$ cat config.mk
export PLATFORM = sky130hd
export DESIGN_NAME = mbscore_pipe_ctrl
export DESIGN_NICKNAME = d
export VERILOG_FILES = /design/src/rtl/mbscore_pipe_ctrl.sv
export SDC_FILE = /design/constraint.sdc
export NUM_CORES = 1
export LEC_CHECK = 0
export BUFFER_PORTS_ARGS = -buffer_cell sky130_fd_sc_hd__buf_4
export CAP_MARGIN = 10
export CORE_ASPECT_RATIO = 2
export CORE_MARGIN = 2
export CORE_UTILIZATION = 50
export DETAILED_ROUTE_END_ITERATION = 16
export GPL_ROUTABILITY_DRIVEN = 0
export MAX_ROUTING_LAYER = met4
export PLACE_DENSITY = 0.8
export SLEW_MARGIN = 30
export SYNTH_ARGS = -nofsm -noshare
export SYNTH_HDL_FRONTEND = slang
export SYNTH_SLANG_ARGS = --single-unit
$ cat constraint.sdc
create_clock -name clk -period 2.36 [get_ports clk]
set_input_delay 0.118 -clock clk [delete_from_list [all_inputs] [get_ports clk]]
set_output_delay 0.118 -clock clk [all_outputs]
set_load 0.1 [all_outputs]
$ cat src/rtl/mbscore_pipe_ctrl.sv
// MBScore pipeline sequencing controller: per-stage valid/metadata, RAW/load-use stall, jump flush, writeback.
// Optional operand forwarding is enabled by defining MBSCORE_FORWARD_EN.
module mbscore_pipe_ctrl #(
    parameter int DATA_WIDTH = 32,
    parameter int STAGES     = 5,
    parameter int RA_W       = 5
) (
    input  logic                  clk,
    input  logic                  rst,
    input  logic                  if_valid,
    input  logic [DATA_WIDTH-1:0] if_inst,
    output logic                  if_ready,
    input  logic [RA_W-1:0]       id_rs_addr,
    input  logic [RA_W-1:0]       id_rt_addr,
    input  logic                  id_rs_used,
    input  logic                  id_rt_used,
    input  logic [RA_W-1:0]       id_rd_addr,
    input  logic                  id_reg_we,
    input  logic                  id_is_load,
    input  logic                  jump,
    input  logic                  ext_stall,
    output logic                  pc_we,
    output logic                  IR_we,
    output logic [DATA_WIDTH-1:0] id_inst,
    output logic [STAGES-2:0]     stage_valid,
    output logic                  hazard_stall,
    output logic [2:0]            fwd_a_sel,
    output logic [2:0]            fwd_b_sel,
    output logic                  wb_we,
    output logic [RA_W-1:0]       wb_addr,
    output logic [31:0]           retire_count
);

    localparam int LAST = STAGES - 1;

    logic [LAST:1]         vld_r;
    logic [RA_W-1:0]       rd_r [2:LAST];
    logic [LAST:2]         we_r;
    logic                  ld2_r;
    logic [DATA_WIDTH-1:0] id_inst_r;
    logic [31:0]           retire_r;

    logic [LAST:2]         match_a_s;
    logic [LAST:2]         match_b_s;
    logic [2:0]            sel_a_s;
    logic [2:0]            sel_b_s;
    logic                  raw_s;
    logic                  jmp_s;
    logic                  hz_s;

    // Register 0 never creates a dependency: it is hard-wired and never written.
    function automatic logic match_f(input logic v, input logic we, input logic [RA_W-1:0] rd,
                                     input logic [RA_W-1:0] src, input logic used);
        return v & we & (rd != {RA_W{1'b0}}) & (rd == src) & used;
    endfunction

    // Compare ID sources against every downstream stage destination.
    always_comb begin
        match_a_s = '0;
        match_b_s = '0;
        for (int k = 2; k <= LAST; k++) begin
            match_a_s[k] = match_f(vld_r[k], we_r[k], rd_r[k], id_rs_addr, id_rs_used);
            match_b_s[k] = match_f(vld_r[k], we_r[k], rd_r[k], id_rt_addr, id_rt_used);
        end
    end

`ifdef MBSCORE_FORWARD_EN
    // Youngest matching stage wins; only a load still in stage 2 cannot be forwarded.
    always_comb begin
        sel_a_s = 3'd0;
        sel_b_s = 3'd0;
        for (int k = LAST; k >= 2; k--) begin
            if (match_a_s[k]) begin
                sel_a_s = 3'(k);
            end else begin
                sel_a_s = sel_a_s;
            end
            if (match_b_s[k]) begin
                sel_b_s = 3'(k);
            end else begin
                sel_b_s = sel_b_s;
            end
        end
        raw_s = vld_r[1] & ld2_r & ((sel_a_s == 3'd2) | (sel_b_s == 3'd2));
    end
`else
    logic unused_s;
    assign unused_s = ld2_r;

    // Without forwarding any in-flight producer, including WB, stalls the consumer.
    always_comb begin
        sel_a_s = 3'd0;
        sel_b_s = 3'd0;
        raw_s   = vld_r[1] & ((|match_a_s) | (|match_b_s));
    end
`endif

    assign jmp_s = vld_r[2] & jump & ~ext_stall;
    assign hz_s  = raw_s & ~jmp_s;

    // Fetch-side enables; priority is reset, freeze, jump, hazard, then normal advance.
    always_comb begin
        pc_we    = 1'b0;
        IR_we    = 1'b0;
        if_ready = 1'b0;
        if (rst) begin
            pc_we = 1'b0;
        end else if (ext_stall) begin
            pc_we = 1'b0;
        end else if (jmp_s) begin
            pc_we = 1'b1;
        end else if (hz_s) begin
            pc_we = 1'b0;
        end else begin
            if_ready = 1'b1;
            pc_we    = if_valid;
            IR_we    = if_valid;
        end
    end

    // Hazard, forwarding and writeback indications, all quiet during reset.
    always_comb begin
        hazard_stall = 1'b0;
        fwd_a_sel    = 3'd0;
        fwd_b_sel    = 3'd0;
        wb_we        = 1'b0;
        if (rst) begin
            hazard_stall = 1'b0;
        end else begin
            hazard_stall = hz_s;
            fwd_a_sel    = sel_a_s;
            fwd_b_sel    = sel_b_s;
            wb_we        = vld_r[LAST] & we_r[LAST] & (rd_r[LAST] != {RA_W{1'b0}}) & ~ext_stall;
        end
    end

    // Pipeline state: stages 2..last always advance unless frozen; ID holds on hazard.
    always_ff @(posedge clk) begin
        if (rst) begin
            vld_r     <= '0;
            we_r      <= '0;
            ld2_r     <= 1'b0;
            id_inst_r <= {DATA_WIDTH{1'b0}};
            retire_r  <= 32'd0;
            for (int k = 2; k <= LAST; k++) begin
                rd_r[k] <= {RA_W{1'b0}};
            end
        end else if (ext_stall) begin
            vld_r    <= vld_r;
            we_r     <= we_r;
            ld2_r    <= ld2_r;
            retire_r <= retire_r;
        end else begin
            for (int k = 3; k <= LAST; k++) begin
                vld_r[k] <= vld_r[k-1];
                we_r[k]  <= we_r[k-1];
                rd_r[k]  <= rd_r[k-1];
            end
            rd_r[2] <= id_rd_addr;
            if (jmp_s) begin
                vld_r[1] <= 1'b0;
                vld_r[2] <= 1'b0;
                we_r[2]  <= 1'b0;
                ld2_r    <= 1'b0;
            end else if (hz_s) begin
                vld_r[1] <= vld_r[1];
                vld_r[2] <= 1'b0;
                we_r[2]  <= 1'b0;
                ld2_r    <= 1'b0;
            end else begin
                vld_r[1] <= if_valid;
                vld_r[2] <= vld_r[1];
                we_r[2]  <= id_reg_we;
                ld2_r    <= id_is_load;
            end
            if (IR_we) begin
                id_inst_r <= if_inst;
            end else begin
                id_inst_r <= id_inst_r;
            end
            if (vld_r[LAST]) begin
                retire_r <= retire_r + 32'd1;
            end else begin
                retire_r <= retire_r;
            end
        end
    end

    assign stage_valid  = vld_r;
    assign id_inst      = id_inst_r;
    assign wb_addr      = rd_r[LAST];
    assign retire_count = retire_r;

endmodule
; ---- After elaboration in Yosys (flattened, before gate mapping)
; Memory sizes are Yosys's and may differ from the RTL's.
; Index checks and enable logic that the tools add are counted.
[totals]
mem_count = 1
input_bits = 56
output_inout_bits = 84
regBits = 71
elab_cells = 76
mem_bits_rw = 15
[memory_table]
columns = memory, words, word_bits, rd, rd_clocked_by_memory_dff, wr, line
row1 = rd_r, 3, 5, 3, 0, 3, 37  ; logic [RA_W-1:0] rd_r [2:LAST];
[classes]
bitwise_logic = 29
reduce_logical = 8
eq_ne = 7
n_mux = 25
add_sub_neg = 1
[op_table]
columns = cell, n
row1 = "adder 32 x 1 -> 32 bit, second input constant", 1
row2 = == test 5 bit, 6
row3 = AND 1 bit, 23
row4 = 2-to-1 mux 1 bit, 20
row5 = 2-to-1 mux 5 bit, 3
row6 = nonzero test 5 bit, 3
row7 = AND reduction 2 bit, 3
row8 = OR reduction 3 bit, 2
row9 = 2-to-1 mux 2 bit, 2
row10 = bitwise OR 1 bit, 4
row11 = "inequality test 2 bit, second input constant", 1
row12 = NOT 1 bit, 2

; ---- Longest topological paths before layout
; An unclocked memory read counts as a cell.
[logic_depth]
ltp_word = 14
ltp_mapped = 7
mapped_depth_nobuf = 7

; ---- Worst setup path after synthesis
; No wires, ideal clock.
[synth_timing]
path_kind = flip-flop to output port
from = memory rd_r[4][0]
to = output pc_we
t_arrival_ns = 4.054
stages_incl_launch_ff = 7
setup_slack_ns = -1.812
cell_sequence = edfxtp_1 > or4_1 > o211ai_2 > or4_1 > a31o_4 > a31oi_1 > nor3_1
[synth_lines]
columns = item, line
row1 = start: declaration, 37
row2 = end: declaration, 22  ; output logic pc_we,

==> flow_summary.toml <==
[sta]
slew_headroom_pct = 61.3
rsz0062_at_grt = "yes"
fin_skew_ns = 0.00577
post-route-min-period_ns = 2.60
final_max_slew_viol_count = 0
worst_pin_slew_ns = 0.580
hold_viol_final = 0
fin_ws_ns = -0.242
setup_viol = 36
fin_crit_sh_pct = 110
fmax_mhz = 384

[global_routing]
antenna_found_initial = 0
grt_use_total_pct = 24.6
grt_pass1_vias = 3481
grt_pass1_wl_um = 16400
grt_max_degree = 41
grt-ovfl-total = 0

[power]
peakVddDrop_mv = 0.510
p_per_area_mw_per_mm2 = 630
p_total_mw = 3.74
swShare_pct = 29.4
seqPwrFrac_pct = 42.5
p_int_mw = 2.64
switching_power_mw = 1.10
power_frac_clock_pct = 37.2
p_comb_share_pct = 20.3
leakage_nw = 2.70

[status]
failed_checks = "setup timing"
outcome = "finished with violations"

[layout]
mostFrequentLayoutCells = "buf_4 (151), dfxtp_1 (53), nor2_1 (43), xor2_1 (36), nor2b_1 (35)"
antenna_cells = 0
nFillCells = 576
final_nets = 611
area_growth_pct = 44.1
layout-drive-gt1-share_pct = 44.8
finalNonFillerCells = 654
design_area_sq_mm = 0.00594
register_area_sq_mm = 0.00189
final_core_util_pct = 74.8
multi_input_area_sq_mm = 0.00221
layout_commonest_cell = "buf_4"

[floorplan]
fp-row-count = 46
core_sq_mm = 0.00794
initial_utilization_pct = 51.9
die_h_um = 132
die_w_um = 68.2
dieArea_sq_mm = 0.00903
ios = 140

[worst_hold_path]
hold_path_depth = 2
hp-class = "in2reg"
hold_end = "id_inst[12]"
min_from = "if_inst[12]"

[synth]
synthArstFlopShare_pct = 0
avgSynthCellArea_sq_um = 10.5
synth_flop_cell = "dfxtp_1"
yosysSeqAreaShare_pct = 45.4
synth_edf_count = 15
synth_area_sq_mm = 0.00412
syn_inst = 391
ys_ff_latch = 86
yosys_warnings = 0
synthDistinctLibCells = 39

[clock_tree]
cts_tree = "built"
worstSkewPairLatency_ns = 0.34
cts-root-buf = "clkbuf_16"
ctsLongestPathBuffers = 2
clock-sinks = 86
cts_inserted_buffers = 9
clkTransAtPathRegs_ns = 0.06
cts_max_level = 3

[route]
drt-total-wl_um = 10900
drc = 0
ant_nets = 0
drt_iter0_drc = 171
wl_per_cell_um = 16.7
viasPerCell = 5.27
vias = 3449
first_pass_iters = 4

[worst_setup_path]
r2r_cells = 9
r2r_slack_ns = -0.21
cp-start-kind = "register"
worst-path-max-fanout = 4
endpoint_kind = "output port"
timing.rr.start = "rd_r[4][2]"
worstSetupPathType = "reg2out"
r2r-end = "id_inst[18]"
cp.required_ns = 2.24
arrival_ns = 2.48

[flow_run]
cap_violations = 0

[placement]
place_area_sq_mm = 0.00531
portBuffers = 132
dp_cells = 619
dp_hpwl_um = 7750
Yosys cell counts, types with 2 or more instances:
| master | instances | area (sq um) |
|---|---|---|
| dfxtp_1 | 71 | 1420 |
| nor2_1 | 43 | 161 |
| xor2_1 | 36 | 315 |
| nor2b_1 | 35 | 219 |
| mux2_4 | 28 | 420 |
| xnor2_1 | 24 | 210 |
| nand3_1 | 17 | 85.1 |
| and2_1 | 15 | 93.8 |
| edfxtp_1 | 15 | 450 |
| nand2_1 | 15 | 56.3 |
| nand4_1 | 11 | 68.8 |
| and3_1 | 8 | 50.1 |
| clkbuf_1 | 8 | 30.0 |
| nor3_1 | 7 | 35.0 |
| buf_4 | 6 | 45.0 |
| inv_1 | 6 | 22.5 |
| or4_1 | 6 | 45.0 |
| mux2i_1 | 5 | 50.1 |
| mux2_2 | 4 | 45.0 |
| or3_1 | 4 | 25.0 |
| a31oi_1 | 3 | 18.8 |
| buf_1 | 3 | 11.3 |
| a31o_4 | 2 | 35.0 |
| and4_1 | 2 | 17.5 |
| buf_12 | 2 | 40.0 |
| o211ai_2 | 2 | 25.0 |
worst max-delay path, stage by stage (launching register included):
cell and delay, ns:
edfxtp_1 0.47, or4_1 0.51, o211ai_2 0.27, or4_4 0.22, a31oi_4 0.09, o211ai_1 0.19
buf_4 0.15, clkinvlp_4 0.09, buf_12 0.17
stage by stage:
step	worst slack (ns)	setup TNS (ns)	hold WS [ns]
6_report	-0.242	-6.01	0.00482
5_1_grt	-0.340	-8.16	0.00269
4_1_cts	-0.240	-2.18	0.00000225
3_5_place_dp	-0.00539	-0.00916	0.336
3_3_place_gp	0.0254	0	0.334
2_1_floorplan	-0.601	-16.90	0.244
state kept, by name (all words and copies together) (netlist names):
name and flops:
id_inst 32, retire_count 32, rd_r 15, stage_valid 4, we_r 3
layout make-up:
type	instances	share of cell area [%]
clock buffers	13	4.74
clock inverters	2	0.232
inverters	6	0.505
multi-input cells	284	37.2
flip-flops and latches	86	31.9
well taps	96	2.02
repair buffers	167	23.5
power groups by stage:
stage                     Sequential [mW]  Clock [mW]  Combinational (mW)
final                                1.59        1.39               0.760
after global routing                 1.60        1.48               0.790
after floorplan                      1.89           0               0.245
after global placement               1.62           0               0.697
after CTS                            1.59        1.42               0.731
after detailed placement             1.62           0               0.706
worst max-delay path by stage:
stage,endpoint,slack [ns],startpoint,depth (start not counted)
finish,hazard_stall,-0.24,rd_r[4][2],8
global route,hazard_stall,-0.34,rd_r[4][2],8
CTS,hazard_stall,-0.24,rd_r[4][3],8
detailed placement,IR_we,-0.005,rd_r[4][3],8
global placement,IR_we,0.03,rd_r[3][1],8
floorplan,pc_we,-0.60,rd_r[4][4],6
metal layers:
metal	track usage, %	vias up	share of wire (%)	routed length, um
met2	44.0	123	56	6100
met5	-	-	0	0
met4	12.8	0	4.8	528
li1	-	1641	-	-
met3	4.18	42	4.9	530
met1	23.9	1643	34	3760
repair_timing:
item / 4_1_cts / 5_1_grt
hold buffers: 2 / 1
gates resized for setup: 17 / 23
setup buffers: 5 / 12
pin swaps: 5 / 12
endpoints found under the hold margin: 2 / 1
gates cloned: 1 / 1
endpoints found under the setup margin: 21 / 35
cells by family (layout without fill, tap and decap cells):
group                    Yosys count  count (layout)  synth area share (%)
AND/OR/NAND/NOR                  167             167                  21.9
flip-flops                        86              86                  45.4
XOR/XNOR                          60              60                  12.8
multiplexers                      37              37                  12.5
buffers and inverters             26             188                  3.98
AO/OA/AOI/OAI                     13              13                  3.07
adder cells (fa/ha/maj)            1               1                 0.304
other                              1               6                0.0910
Power figures use the tool's default switching activity.
